--- src/rtl/branch_target_buffer.sv ---
// Direct-mapped branch target buffer with 2-bit saturating direction counters.
// Optional BTB_STATS_EN adds HitCount/AllocCount statistics outputs.
module branch_target_buffer #(
    parameter int         INDEX_BITS = 4,
    parameter logic [1:0] CTR_INIT   = 2'b10
) (
    input  logic        Clk,
    input  logic        Reset,
    input  logic [31:0] PCIn,
    output logic [31:0] PredNextPC,
    output logic        PredTaken,
    output logic        PredHit,
    input  logic        UpdValid,
    input  logic [31:0] UpdPC,
    input  logic        UpdTaken,
    input  logic [31:0] UpdTarget
`ifdef BTB_STATS_EN
    ,
    output logic [31:0] HitCount,
    output logic [31:0] AllocCount
`endif
);

    localparam int ENTRIES  = 1 << INDEX_BITS;
    localparam int TAG_BITS = 32 - INDEX_BITS - 2;

    logic                  valid_q  [ENTRIES];
    logic                  valid_d  [ENTRIES];
    logic [TAG_BITS-1:0]   tag_q    [ENTRIES];
    logic [TAG_BITS-1:0]   tag_d    [ENTRIES];
    logic [31:0]           target_q [ENTRIES];
    logic [31:0]           target_d [ENTRIES];
    logic [1:0]            ctr_q    [ENTRIES];
    logic [1:0]            ctr_d    [ENTRIES];

    logic [INDEX_BITS-1:0] lk_idx;
    logic [TAG_BITS-1:0]   lk_tag;
    logic [INDEX_BITS-1:0] upd_idx;
    logic [TAG_BITS-1:0]   upd_tag;
    logic                  upd_hit;
    logic                  alloc;
    logic                  unused_pc_lsbs;

    assign lk_idx         = PCIn[INDEX_BITS+1:2];
    assign lk_tag         = PCIn[31:INDEX_BITS+2];
    assign upd_idx        = UpdPC[INDEX_BITS+1:2];
    assign upd_tag        = UpdPC[31:INDEX_BITS+2];
    assign unused_pc_lsbs = ^{PCIn[1:0], UpdPC[1:0]};

    // Lookup sees pre-edge table contents; Reset also forces a miss.
    always_comb begin
        PredHit    = Reset && valid_q[lk_idx] && (tag_q[lk_idx] == lk_tag);
        PredTaken  = PredHit && ctr_q[lk_idx][1];
        PredNextPC = PredTaken ? target_q[lk_idx] : PCIn + 32'd4;
    end

    always_comb begin
        valid_d  = valid_q;
        tag_d    = tag_q;
        target_d = target_q;
        ctr_d    = ctr_q;
        alloc    = 1'b0;
        upd_hit  = valid_q[upd_idx] && (tag_q[upd_idx] == upd_tag);
        if (UpdValid) begin
            if (upd_hit) begin
                if (UpdTaken) begin
                    target_d[upd_idx] = UpdTarget;
                    if (ctr_q[upd_idx] != 2'b11)
                        ctr_d[upd_idx] = ctr_q[upd_idx] + 2'd1;
                end else if (ctr_q[upd_idx] != 2'b00) begin
                    ctr_d[upd_idx] = ctr_q[upd_idx] - 2'd1;
                end
            end else if (UpdTaken) begin
                alloc             = 1'b1;
                valid_d[upd_idx]  = 1'b1;
                tag_d[upd_idx]    = upd_tag;
                target_d[upd_idx] = UpdTarget;
                ctr_d[upd_idx]    = CTR_INIT;
            end
        end
    end

    always_ff @(posedge Clk or negedge Reset) begin
        if (!Reset) begin
            for (int i = 0; i < ENTRIES; i++) begin
                valid_q[i]  <= 1'b0;
                tag_q[i]    <= '0;
                target_q[i] <= '0;
                ctr_q[i]    <= 2'b01;
            end
        end else begin
            valid_q  <= valid_d;
            tag_q    <= tag_d;
            target_q <= target_d;
            ctr_q    <= ctr_d;
        end
    end

`ifdef BTB_STATS_EN
    logic [31:0] hit_count_q, hit_count_d;
    logic [31:0] alloc_count_q, alloc_count_d;

    always_comb begin
        hit_count_d   = hit_count_q + {31'b0, PredHit};
        alloc_count_d = alloc_count_q + {31'b0, alloc};
    end

    always_ff @(posedge Clk or negedge Reset) begin
        if (!Reset) begin
            hit_count_q   <= '0;
            alloc_count_q <= '0;
        end else begin
            hit_count_q   <= hit_count_d;
            alloc_count_q <= alloc_count_d;
        end
    end

    assign HitCount   = hit_count_q;
    assign AllocCount = alloc_count_q;
`endif

endmodule

--- config.mk ---
export PLATFORM = sky130hd
export DESIGN_NAME = branch_target_buffer
export DESIGN_NICKNAME = d
export VERILOG_FILES = /design/src/rtl/branch_target_buffer.sv
export SDC_FILE = /design/constraint.sdc
export NUM_CORES = 2
export LEC_CHECK = 0
export CAP_MARGIN = 30
export CORE_MARGIN = 2
export CORE_UTILIZATION = 40
export CTS_CLUSTER_DIAMETER = 40
export DETAILED_ROUTE_END_ITERATION = 8
export PLACE_DENSITY = 0.67
export SYNTH_ARGS = -nofsm -noshare
export SYNTH_HDL_FRONTEND = slang
export SYNTH_SLANG_ARGS = --single-unit
--- constraint.sdc ---
create_clock -name Clk -period 5.59 [get_ports Clk]
set_input_delay 1.118 -clock Clk [delete_from_list [all_inputs] [get_ports Clk]]
set_output_delay 1.118 -clock Clk [all_outputs]
set_load 0.01 [all_outputs]
Yosys cells after proc, flatten, opt, wreduce, memory -nomap -nowiden
Cells that the tools add are included.

storage, ports and cells
  bits of input ports = 100
  word-level logic and storage cells = 131
  register bits after elaboration = 976
  output and inout bits = 34

operators by class
  equality and inequality tests = 4
  reductions and logical operators = 11
  $lt $le $gt $ge = 3
  muxes and demuxes = 39
  bitwise gates (word level) = 7
  $add $sub $neg = 3

operators by type and width
  kind                                                                   count
  512-bit bitwise mux                                                    1
  416-bit bitwise mux                                                    1
  32-bit 2-to-1 mux                                                      9
  26-bit binary-select mux with 4-bit select                             2
  26-bit 2-to-1 mux                                                      5
  32-bit binary-select mux with 4-bit select                             1
  32-bit demux with 4-bit select                                         1
  26-bit demux with 4-bit select                                         1
  32-bit bitwise mux                                                     2
  26-bit == test                                                         2
  32-bit by 3-bit adder with 32-bit output (second input constant)       1
  16-bit OR                                                              2
  16-bit bitwise AND                                                     1
  2-bit binary-select mux with 4-bit select                              2
  16-bit NOT                                                             1
  5-bit greater-or-equal comparator (second input constant)              2
  2-bit 2-to-1 mux                                                       5
  4-bit NOT with 5-bit output                                            2
  1-bit binary-select mux with 4-bit select                              2
  2-bit demux with 4-bit select                                          1
  2-bit nonzero test                                                     3
  1-bit logical AND                                                      5
  5-bit by 1-bit < comparator with 1-bit output (second input constant)  1
  1-bit 2-to-1 mux                                                       5
  other kinds (9)                                                        9

Logic depth before layout (Yosys ltp)
  word-level depth = 9
  mapped depth = 16
  mapped depth without buffers = 10

Least setup slack after synthesis
No wires, ideal clock.

  kind = input to output
  start = input port PCIn[2]
  end = output port PredNextPC[23]
  stages = 15
  path slack = 10 ps
  arrival time = 4462 ps
  path buffers = 6
  data required time = 4472 ps
  cells stage by stage = buf_6 buf_4 buf_2 buf_2 mux4_2 mux2i_1 a21oi_1 xor2_1 nor4_1 nand2_1 nor4_2 and2_1 buf_6 buf_12 mux2_4

on the way
  word-level cells in the longest chain between the ends = 8
  elaborated cells on any way between the ends = 19
  classes of those cells = add/sub: 1; eq/ne: 1; mux: 13; bitwise: 1; reduce/logical: 3

RTL lines
  what                                                                                                     line  RTL
  start, declared                                                                                          9     input logic [31:0] PCIn,
  4-bit NOT with 5-bit output (implied by the code) *                                                      52    PredHit = Reset && valid_q[lk_idx] && (tag_q[lk_idx] == lk_tag);
  26-bit binary-select mux with 4-bit select or 1-bit binary-select mux with 4-bit select (tied branches)  52
  26-bit 2-to-1 mux (implied by the code) or 1-bit 2-to-1 mux (tied branches) (2 in a row)                 52
  26-bit == test or 1-bit logical AND (tied branches)                                                      52
  1-bit logical AND *                                                                                      52
  net PredHit                                                                                              12    output logic PredHit,
  1-bit logical AND *                                                                                      53    PredTaken = PredHit && ctr_q[lk_idx][1];
  net PredTaken                                                                                            11    output logic PredTaken,
  32-bit 2-to-1 mux *                                                                                      54    PredNextPC = PredTaken ? target_q[lk_idx] : PCIn + 32'd4;
  end, declared                                                                                            10    output logic [31:0] PredNextPC,

Mark *: on every way through the listed nets, which the timed path passes. The rest lies on a longest branch. The select of a mux whose other input is x is not followed.

Final worst setup path
  start = input port PCIn[2]
  end = output port PredNextPC[12]

on the way
  word-level cells in the longest chain between the ends = 8
  elaborated cells on any way between the ends = 19
  classes of those cells = add/sub: 1; eq/ne: 1; mux: 13; bitwise: 1; reduce/logical: 3

RTL lines
  what                                                                                                     line
  4-bit NOT with 5-bit output (implied by the code)                                                        52, 53, 54
  26-bit binary-select mux with 4-bit select or 1-bit binary-select mux with 4-bit select (tied branches)  52
  26-bit 2-to-1 mux (implied by the code) or 1-bit 2-to-1 mux (tied branches) (2 in a row)                 52
  26-bit == test or 1-bit logical AND (tied branches)                                                      52
  1-bit logical AND                                                                                        52
  1-bit logical AND                                                                                        53
  32-bit 2-to-1 mux *                                                                                      54

Mark *: on every way between the ends. The rest lies on a longest branch, timed or not. The select of a mux whose other input is x is not followed.

==> metrics.cfg <==
[run_status]
outcome=finished with violations
violations=negative setup slack

[setup_path]
start_kind=input port
critical_path_class=input port to output pin
r2r_cells=11
r2r-start=tag_q[48]
r2r_end=tag_q[274]
arrival_ns=4.98
crit_fanout=6
rrSetupSlack_ns=1.76
critPathCaptureType=output pin
required_ns=4.47

[timing]
whs_ns=0.184
fmax_mhz=164
rsz0062_at_grt=yes
tightest_slew_ns=1.01
fin_ws_ns=-0.510
finalSetupViolCount=33
period_share_pct=109
maxSlewHeadroom_pct=32.5
skew_ns=0.0347
fin_crit_ns=6.10
finalMaxSlewViolations=0
finalHoldViolations=0
setup_tns_ns=-13.96

[floorplanning]
core_region_area_um2=123000
ios=134
die_w_um=356
std_cell_rows=129
die_area_um2=126000
die-height_um=356
start_util_pct=40.2

[global_route]
grt_antenna_before_repair=9
grt_pass1_wl_um=219000
grt_start_max_net_pins=185
grt.overflow.total=0
grt_use_total_pct=23.3
grt_pass1_vias=32535

[yosys]
synth.avg_cell_area_um2=14.3
synth_cell_type_count=59
yosysWarnings=0
synth-async-reset-ratio_pct=100
synth_flop_cell=dfrtp_1
synth-seq-cells=976
ys_seq_area_share_pct=49.4
synthCells=3460
syn_nets=3563
syn-cell-area_um2=49500
synth_edf_count=0

[placed_design]
port_buffers=131
routabilityCongestion=0.883
hpwl_um=90900
place_worst_setup_slack_ns=-1.20

[drt]
drt-total-wl_um=146000
drtAntennaViolNets=0
firstDrtPassIters=5
vias_per_cell=5.87
vias=31711
routedWlPerCell_um=27.0
drt-initial-drc-count=3096
route.detailed.drc=0

[clock_tree]
ctsHtreeMaxLevel=4
cts_buffers=135
clock_path_buffers=3
cts_tree=done
clk_pin_slew_ns=0.06
cts.sinks=976
cts-root-buf=clkbuf_16
insertion_delay_ns=0.77
ctsHoldBuffers=0

[layout]
drive_gt1_share_pct=48.2
syn2layout_area_growth_pct=19.5
nNetsFinal=3763
diodes=0
final_util_pct=48.0
fillerInstances=10465

[power]
leakage_nw=25.9
switching_share_pct=26.1
comb_power_share_pct=17.4
p_switching_mw=5.80
p_clk_share_pct=40.7
irDropWorstVdd_mv=0.280
p_per_area_nw_per_um2=376
sequentialPowerShare_pct=41.9
total_power_mw=22.2
intPower_mw=16.4

[run]
maxCapViolCount=0

[min_path]
hold_path.class=input port to asynchronous set/reset pin

-- kinds of logic after synthesis --
logic type / Yosys count / share of synthesized area, %
buffers and inverters: 312 / 2.86
multiplexers: 1344 / 38.8
AND/OR/NAND/NOR: 602 / 5.30
flip-flops: 976 / 49.4
AO/OA/AOI/OAI: 137 / 2.01
adder cells (fa/ha/maj): 3 / 0.0759
XOR/XNOR: 86 / 1.52
-- state kept, by name, summed over array words and instances, names as in the netlist --
register and count:
ctr_q 32, target_q 512, tag_q 416, valid_q 16
-- per-stage QoR --
| step | instance area [um^2] | instances |
|---|---|---|
| final | 59100 | 5403 |
| after global routing | 59100 | 5403 |
| after CTS | 59100 | 5403 |
| after detailed placement | 53900 | 5142 |
| after global placement | 53800 | 5138 |
| after floorplan | 49500 | 3460 |
-- layer usage --
metal	part of all wire [%]	global-route usage, %
met4	2.7	7.34
met2	47	36.0
met3	7.7	5.70
met5	0.065	0
met1	43	32.3
-- power groups by stage --
stage | registers (mW) | clock network (mW) | logic (mW)
after floorplan | 9.05 | 0 | 2.82
after global placement | 9.32 | 0 | 3.74
after detailed placement | 9.37 | 0 | 3.83
after CTS | 9.27 | 9.18 | 3.88
after global routing | 9.44 | 9.49 | 4.15
final | 9.30 | 9.04 | 3.86
-- layout by cell type, fill, tap and decap left out, types with 44 or more instances in the layout --
cell	netlist	layout
clkbuf_16	0	141
buf_12	4	50
mux4_2	352	354
xnor2_1	49	47
nand2_1	429	421
mux2i_1	113	112
clkdlybuf4s50_1	0	88
buf_4	13	171
dfrtp_1	960	960
buf_6	3	44
mux2_2	837	834
-- critical path, stage by stage --
cell and delay (ns):
buf_16 0.13, buf_8 0.12, mux4_2 0.48, mux4_2 0.53
xnor2_2 0.14, nand4_1 0.25, or4_4 0.64, nor4_4 0.42
buf_4 0.19, and2_4 0.16, buf_12 0.14, buf_12 0.16
mux2_4 0.35, buf_6 0.13
-- repair_timing --
item                                    CTS  global route
endpoints found under the setup margin   34            34
resized for setup                       200            16
cloned                                    4             1
pin swaps                                 5             7
buffers inserted                         15             2
-- Yosys cell counts, types with 26 or more instances --
cell type	number	area, um^2
dfrtp_1	960	24000
mux2_2	837	9430
nand2_1	429	1610
mux4_2	352	7930
clkbuf_1	176	661
mux2i_1	113	1130
buf_2	84	420
xnor2_1	49	429
xor2_1	37	324
a22oi_1	35	263
nor2_1	31	116
mux2_4	28	420
nor2b_1	26	163
-- cell type report --
| class | count | area [um^2] | area share (%) |
|---|---|---|---|
| sequential | 976 | 24400 | 41.4 |
| tap | 1637 | 2050 | 3.47 |
| timing repair buffer | 368 | 3930 | 6.65 |
| clock buffer | 168 | 3770 | 6.38 |
| inverter | 7 | 26.3 | 0.0445 |
| multi-input combinational | 2172 | 23900 | 40.4 |
| clock inverter | 75 | 1000 | 1.70 |
-- worst max path at each step --
stage          slack, ns              to     from  cells after the start
3_3_place_gp       -1.25   PredNextPC[6]  PCIn[2]                     16
4_1_cts            -0.43  PredNextPC[10]  PCIn[2]                     16
2_1_floorplan       0.01  PredNextPC[23]  PCIn[2]                     15
5_1_grt            -0.51  PredNextPC[11]  PCIn[2]                     16
3_5_place_dp       -1.20   PredNextPC[6]  PCIn[2]                     16
6_report           -0.51  PredNextPC[12]  PCIn[2]                     14
No activity file was read; power rests on OpenSTA's default activity.
